$ cat src/rtl/peripheral_endpoint.sv
// peripheral_endpoint
//   Device-side responder on the peripheral bus. It answers requests whose
//   bus_device matches DEVICE_ID and completes each one with a four-phase
//   req/ack handshake:
//     - a bus WRITE pushes into the RX FIFO, which the local peripheral drains;
//     - a bus READ pops the TX FIFO, which the local peripheral fills;
//     - a bus STATUS reports both FIFO levels.
//   All bus outputs are registered. bus_rdata is zero whenever bus_ack is low,
//   so several endpoints can share an OR-ed read bus.
//
// Ports
//   clk, reset       rising-edge clock; asynchronous active-high reset
//   bus_req          master request (device/command/wdata stable while high)
//   bus_device       target device address
//   bus_command      6'h00 READ, 6'h01 WRITE, 6'h02 STATUS, others illegal
//   bus_wdata        write payload
//   bus_rdata        read/status payload, valid while bus_ack=1, else 0
//   bus_ack          request complete
//   bus_err          qualifies bus_ack: request rejected, no side effect
//   loc_rx_data      RX FIFO head
//   loc_rx_valid     RX FIFO not empty
//   loc_rx_ready     local pop of the RX FIFO
//   loc_tx_data      local data for the bus to read
//   loc_tx_valid     local push into the TX FIFO
//   loc_tx_ready     TX FIFO not full
module peripheral_endpoint #(
  parameter logic [4:0]  DEVICE_ID  = 5'd1,
  parameter int unsigned FIFO_DEPTH = 4
) (
  input  logic        clk,
  input  logic        reset,
  input  logic        bus_req,
  input  logic [4:0]  bus_device,
  input  logic [5:0]  bus_command,
  input  logic [31:0] bus_wdata,
  output logic [31:0] bus_rdata,
  output logic        bus_ack,
  output logic        bus_err,
  output logic [31:0] loc_rx_data,
  output logic        loc_rx_valid,
  input  logic        loc_rx_ready,
  input  logic [31:0] loc_tx_data,
  input  logic        loc_tx_valid,
  output logic        loc_tx_ready
);

  localparam int unsigned AW = $clog2(FIFO_DEPTH);
  localparam int unsigned CW = AW + 1;
  localparam logic [CW-1:0] FULL_COUNT = CW'(FIFO_DEPTH);

  localparam logic [5:0] CMD_READ   = 6'h00;
  localparam logic [5:0] CMD_WRITE  = 6'h01;
  localparam logic [5:0] CMD_STATUS = 6'h02;

  typedef enum logic [1:0] {
    IDLE,
    EXEC,
    ACK
  } state_t;

  state_t state, state_next;

  logic [31:0]   rx_mem [FIFO_DEPTH];
  logic [31:0]   tx_mem [FIFO_DEPTH];
  logic [AW-1:0] rx_wr_ptr, rx_rd_ptr, tx_wr_ptr, tx_rd_ptr;
  logic [CW-1:0] rx_count, tx_count;

  logic        rx_full, tx_empty;
  logic        rx_push, rx_pop, tx_push, tx_pop;
  logic        ack_next, err_next;
  logic [31:0] rdata_next;
  logic [31:0] status_word;

  assign rx_full  = (rx_count == FULL_COUNT);
  assign tx_empty = (tx_count == '0);

  assign status_word = {14'b0, tx_empty, rx_full,
                        3'b0, 5'(tx_count), 3'b0, 5'(rx_count)};

  // Local-side handshakes look only at the registered counts, so a bus
  // access in the same cycle never turns a full/empty FIFO into a legal one.
  assign rx_pop       = loc_rx_ready && (rx_count != '0);
  assign tx_push      = loc_tx_valid && !(tx_count == FULL_COUNT);
  assign loc_tx_ready = !(tx_count == FULL_COUNT);
  assign loc_rx_valid = (rx_count != '0);
  assign loc_rx_data  = rx_mem[rx_rd_ptr];

  always_ff @(posedge clk or posedge reset) begin
    if (reset) begin
      state     <= IDLE;
      bus_ack   <= 1'b0;
      bus_err   <= 1'b0;
      bus_rdata <= '0;
    end else begin
      state     <= state_next;
      bus_ack   <= ack_next;
      bus_err   <= err_next;
      bus_rdata <= rdata_next;
    end
  end

  always_comb begin
    state_next = state;
    ack_next   = bus_ack;
    err_next   = bus_err;
    rdata_next = bus_rdata;
    rx_push    = 1'b0;
    tx_pop     = 1'b0;
    case (state)
      IDLE: begin
        if (bus_req && (bus_device == DEVICE_ID)) state_next = EXEC;
      end
      EXEC: begin
        // Commits regardless of bus_req; a request withdrawn here still
        // produces a single-cycle ack.
        state_next = ACK;
        ack_next   = 1'b1;
        err_next   = 1'b0;
        rdata_next = '0;
        case (bus_command)
          CMD_READ: begin
            if (!tx_empty) begin
              rdata_next = tx_mem[tx_rd_ptr];
              tx_pop     = 1'b1;
            end else begin
              err_next = 1'b1;
            end
          end
          CMD_WRITE: begin
            if (!rx_full) rx_push = 1'b1;
            else          err_next = 1'b1;
          end
          CMD_STATUS: rdata_next = status_word;
          default:    err_next = 1'b1;
        endcase
      end
      ACK: begin
        if (!bus_req) begin
          state_next = IDLE;
          ack_next   = 1'b0;
          err_next   = 1'b0;
          rdata_next = '0;
        end
      end
      default: state_next = IDLE;
    endcase
  end

  always_ff @(posedge clk or posedge reset) begin
    if (reset) begin
      rx_wr_ptr <= '0;
      rx_rd_ptr <= '0;
      rx_count  <= '0;
      tx_wr_ptr <= '0;
      tx_rd_ptr <= '0;
      tx_count  <= '0;
    end else begin
      if (rx_push) rx_wr_ptr <= rx_wr_ptr + AW'(1);
      if (rx_pop)  rx_rd_ptr <= rx_rd_ptr + AW'(1);
      if (tx_push) tx_wr_ptr <= tx_wr_ptr + AW'(1);
      if (tx_pop)  tx_rd_ptr <= tx_rd_ptr + AW'(1);
      rx_count <= rx_count + CW'(rx_push) - CW'(rx_pop);
      tx_count <= tx_count + CW'(tx_push) - CW'(tx_pop);
    end
  end

  always_ff @(posedge clk) begin
    if (rx_push) rx_mem[rx_wr_ptr] <= bus_wdata;
    if (tx_push) tx_mem[tx_wr_ptr] <= loc_tx_data;
  end

endmodule

$ cat config.mk
export PLATFORM = sky130hd
export DESIGN_NAME = peripheral_endpoint
export DESIGN_NICKNAME = d
export VERILOG_FILES = /design/src/rtl/peripheral_endpoint.sv
export SDC_FILE = /design/constraint.sdc
export NUM_CORES = 1
export LEC_CHECK = 0
export BUFFER_PORTS_ARGS = -buffer_cell sky130_fd_sc_hd__clkbuf_2
export CORE_MARGIN = 2
export CORE_UTILIZATION = 40
export DETAILED_ROUTE_END_ITERATION = 6
export SYNTH_ARGS = -nofsm -noshare
export SYNTH_HDL_FRONTEND = slang
export SYNTH_SLANG_ARGS = --single-unit
$ cat constraint.sdc
create_clock -name clk -period 2.45 [get_ports clk]
set_input_delay 0.3675 -clock clk [delete_from_list [all_inputs] [get_ports clk]]
set_output_delay 0.3675 -clock clk [all_outputs]
set_load 0.05 [all_outputs]
==> metrics.yaml <==
outcome:
  status: "finished, final reports clean"
cts:
  cts_max_path_buffers: 3
  clock_latency_ps: 550
  clk_pin_slew_ps: 60
  cts_tree: "yes"
  cts-root-buf: "clkbuf_16"
  clkSinkCount: 306
  cts_buffers: 31
  htreeDepth: 1
placed_design:
  dp.cells: 1048
  place_ws_ps: -186
  dp_hpwl_um: 14200
  gp_congestion: 0.731
  io_buffers: 147
detailed_routing:
  vias_per_cell: 5.09
  drt-pass1-iter-count: 4
  drtIter0Drc: 360
  wl_per_cell_um: 20.3
  vias: 5646
  drc: 0
  antenna_left: 0
  drt_wl_total_um: 22600
pwr:
  finalPower_mw: 14.0
  switching_share: 0.305
  p_leak_nw: 5.06
  p_switching_mw: 4.26
  ir_drop_mv: 0.775
  clkPwrFrac: 0.300
  p_per_area_nw_per_um2: 1010
  power_frac_seq: 0.461
  p_int_mw: 9.70
  pwr-share-comb: 0.239
global_routing:
  grt_max_degree: 35
  grt.overflow.total: 0
  grt_pass1_vias: 6294
  grt_first_pass_wirelength_um: 35500
  grt_util_all_layers: 0.152
  grt_antenna_before_repair: 1
hold_path:
  whs_endpoint: "tx_mem[1][20]"
  hold_depth: 1
  min_from: "loc_tx_data[20]"
  hold_path_class: "in2reg"
cells_and_area:
  fin_cells: 1110
  syn2layout_area_growth_pct: 20.8
  drive_above_1_share: 0.414
  fin_nets: 800
  nFillCells: 2310
synthesis:
  synthTopCellsByArea: "edfxtp_1 (67%), mux4_2 (13%), dfrtp_1 (11%), a22o_1 (1.8%), ha_1 (1.3%)"
  syn-cell-area_um2: 11500
  yosysMostFrequentCell: "edfxtp_1"
  seq_area_frac_synth: 0.780
  synth-seq-cells: 306
  ys_top_cells_by_count: "edfxtp_1 (256), mux4_2 (64), dfrtp_1 (50)"
  ys_types: 37
  synthCells: 522
  async_flop_share: 0.163
  synth.yosys.warnings: 0
  synth_edf_count: 256
  synthFlopType: "edfxtp_1"
  yosysTopAreaCellShare: 0.671
  syn_nets: 616
  yosysTopAreaCell: "edfxtp_1"
  syn_area_per_cell_um2: 21.9
setup_path:
  timing.rr.end: "rx_count[2]"
  reg2reg_depth: 9
  setup.worst_path.start_class: "flip-flop"
  cp_max_fo: 22
  arrival_ps: 1980
  end_kind: "primary output"
  worstPathRequired_ps: 2080
  regToRegSetupSlack_ps: 190
  critPathKind: "reg2out"
  worstReg2RegStart: "rx_count[0]"
job:
  max-cap-violations: 0
sta:
  maxSlewHeadroom: 0.621
  tightest_slew_ps: 568
  timing.fmax_mhz: 426
  slew_violations: 0
  clock_skew_ps: 17.5
  hold_viol: 0
  finalSetupViolations: 0
  hold_slack_ps: 30.6
  period_minus_slack_ps: 2350
  finalCritPeriodShare: 0.959
  finalWorstSetupSlack_ps: 101
  rsz0062_at_grt: "no"
floorplanning:
  start_util: 0.409
  die_area_um2: 30000
  die_w_um: 173
  die_y_um: 173
  rows: 61
  fp.coreArea_um2: 28000
  pin_count: 148
-- critical path: stages (launching register included) --
cell	delay (ps)
dfrtp_2	410
buf_12	230
mux4_2	540
clkbuf_2	260
-- worst max-delay path by stage --
stage	slack, ps	start	end	depth (start not counted)
after floorplan	-160	bus_command[3]	tx_count[2]	9
after global placement	-120	bus_command[3]	rx_count[2]	11
after detailed placement	-190	bus_command[3]	tx_count[2]	10
after CTS	60	rx_rd_ptr[0]	loc_rx_data[14]	3
after global routing	3	rx_rd_ptr[0]	loc_rx_data[27]	3
final	100	rx_rd_ptr[0]	loc_rx_data[14]	3
-- cell usage in the layout, fill, tap and decap left out, drive strengths merged, types with 2 or more instances in the layout --
| cell | netlist | layout |
|---|---|---|
| edfxtp | 256 | 256 |
| clkbuf | 12 | 190 |
| mux4 | 64 | 64 |
| dfrtp | 50 | 50 |
| buf | 11 | 25 |
| a22o | 24 | 24 |
| nand2 | 19 | 19 |
| inv | 16 | 17 |
| ha | 12 | 12 |
| clkinv | 0 | 12 |
| xnor2 | 8 | 8 |
| a32oi | 7 | 7 |
| and2 | 6 | 6 |
| nor2 | 4 | 4 |
| and3 | 4 | 4 |
| nand2b | 3 | 3 |
| o21ai | 3 | 3 |
| a21oi | 3 | 3 |
| diode | 0 | 2 |
| nor4 | 2 | 2 |
| mux2 | 2 | 2 |
| fa | 2 | 2 |
| dlygate4sd3 | 0 | 2 |
| nor3 | 2 | 2 |
| xor2 | 2 | 2 |
-- flip-flops by register name, summed over array words and instances, names as in the netlist --
| register | cells |
|---|---|
| rx_wr_ptr | 2 |
| bus_rdata | 32 |
| tx_count | 3 |
| tx_wr_ptr | 2 |
| bus_err | 1 |
| tx_rd_ptr | 2 |
| bus_ack | 1 |
| rx_rd_ptr | 2 |
| tx_mem | 128 |
| state | 2 |
| rx_count | 3 |
| rx_mem | 128 |
-- final cells by class --
| type | instances | area [µm²] | share of cell area |
|---|---|---|---|
| diodes | 2 | 5.00 | 0.000362 |
| clock inverters | 14 | 72.6 | 0.00524 |
| flip-flops and latches | 306 | 8940 | 0.646 |
| multi-input cells | 177 | 2400 | 0.173 |
| repair buffers | 174 | 1070 | 0.0772 |
| inverters | 16 | 60.1 | 0.00434 |
| clock buffers | 43 | 821 | 0.0593 |
| well taps | 378 | 473 | 0.0342 |
-- cells by family (layout without fill, tap and decap cells) --
family                   Yosys count  count (layout)  synth area share
XOR/XNOR                          10              10           0.00830
AND/OR/NAND/NOR                   47              47            0.0230
flip-flops                       306             306             0.780
other                              0               2                 0
AO/OA/AOI/OAI                     40              40            0.0284
buffers and inverters             39             247            0.0154
adder cells (fa/ha/maj)           14              14            0.0166
multiplexers                      66              66             0.128
-- per-stage QoR --
stage | cell area, µm² | TNS (ps) | utilization
CTS | 13800 | 0 | 0.493
global route | 13800 | 0 | 0.494
finish | 13800 | 0 | 0.494
floorplan | 11500 | -323 | -
global placement | 12900 | -259 | 0.460
detailed placement | 12900 | -406 | 0.460
-- layer usage --
| layer | part of all wire | global-route usage | vias to the layer above |
|---|---|---|---|
| met2 | 0.49 | 0.261 | 173 |
| met3 | 0.061 | 0.0377 | 41 |
| met1 | 0.42 | 0.195 | 2935 |
| li1 | - | - | 2497 |
| met5 | 0 | 0 | - |
| met4 | 0.025 | 0.0410 | 0 |
-- power groups by stage --
stage	Combinational (mW)	Clock, mW	Sequential, mW
global placement	3.30	0	6.50
floorplan	2.43	0	6.52
detailed placement	3.36	0	6.54
CTS	3.37	4.29	6.44
finish	3.34	4.19	6.43
global route	3.58	4.49	6.49
-- timing repair --
| action | in CTS | in global routing |
|---|---|---|
| buffers inserted | 0 | 1 |
| endpoints found under the setup margin | 0 | 1 |
| endpoints found under the hold margin | 20 | 0 |
| hold buffers | 2 | 0 |
| resized for setup | 0 | 4 |
(Power assumes the default switching activity.)
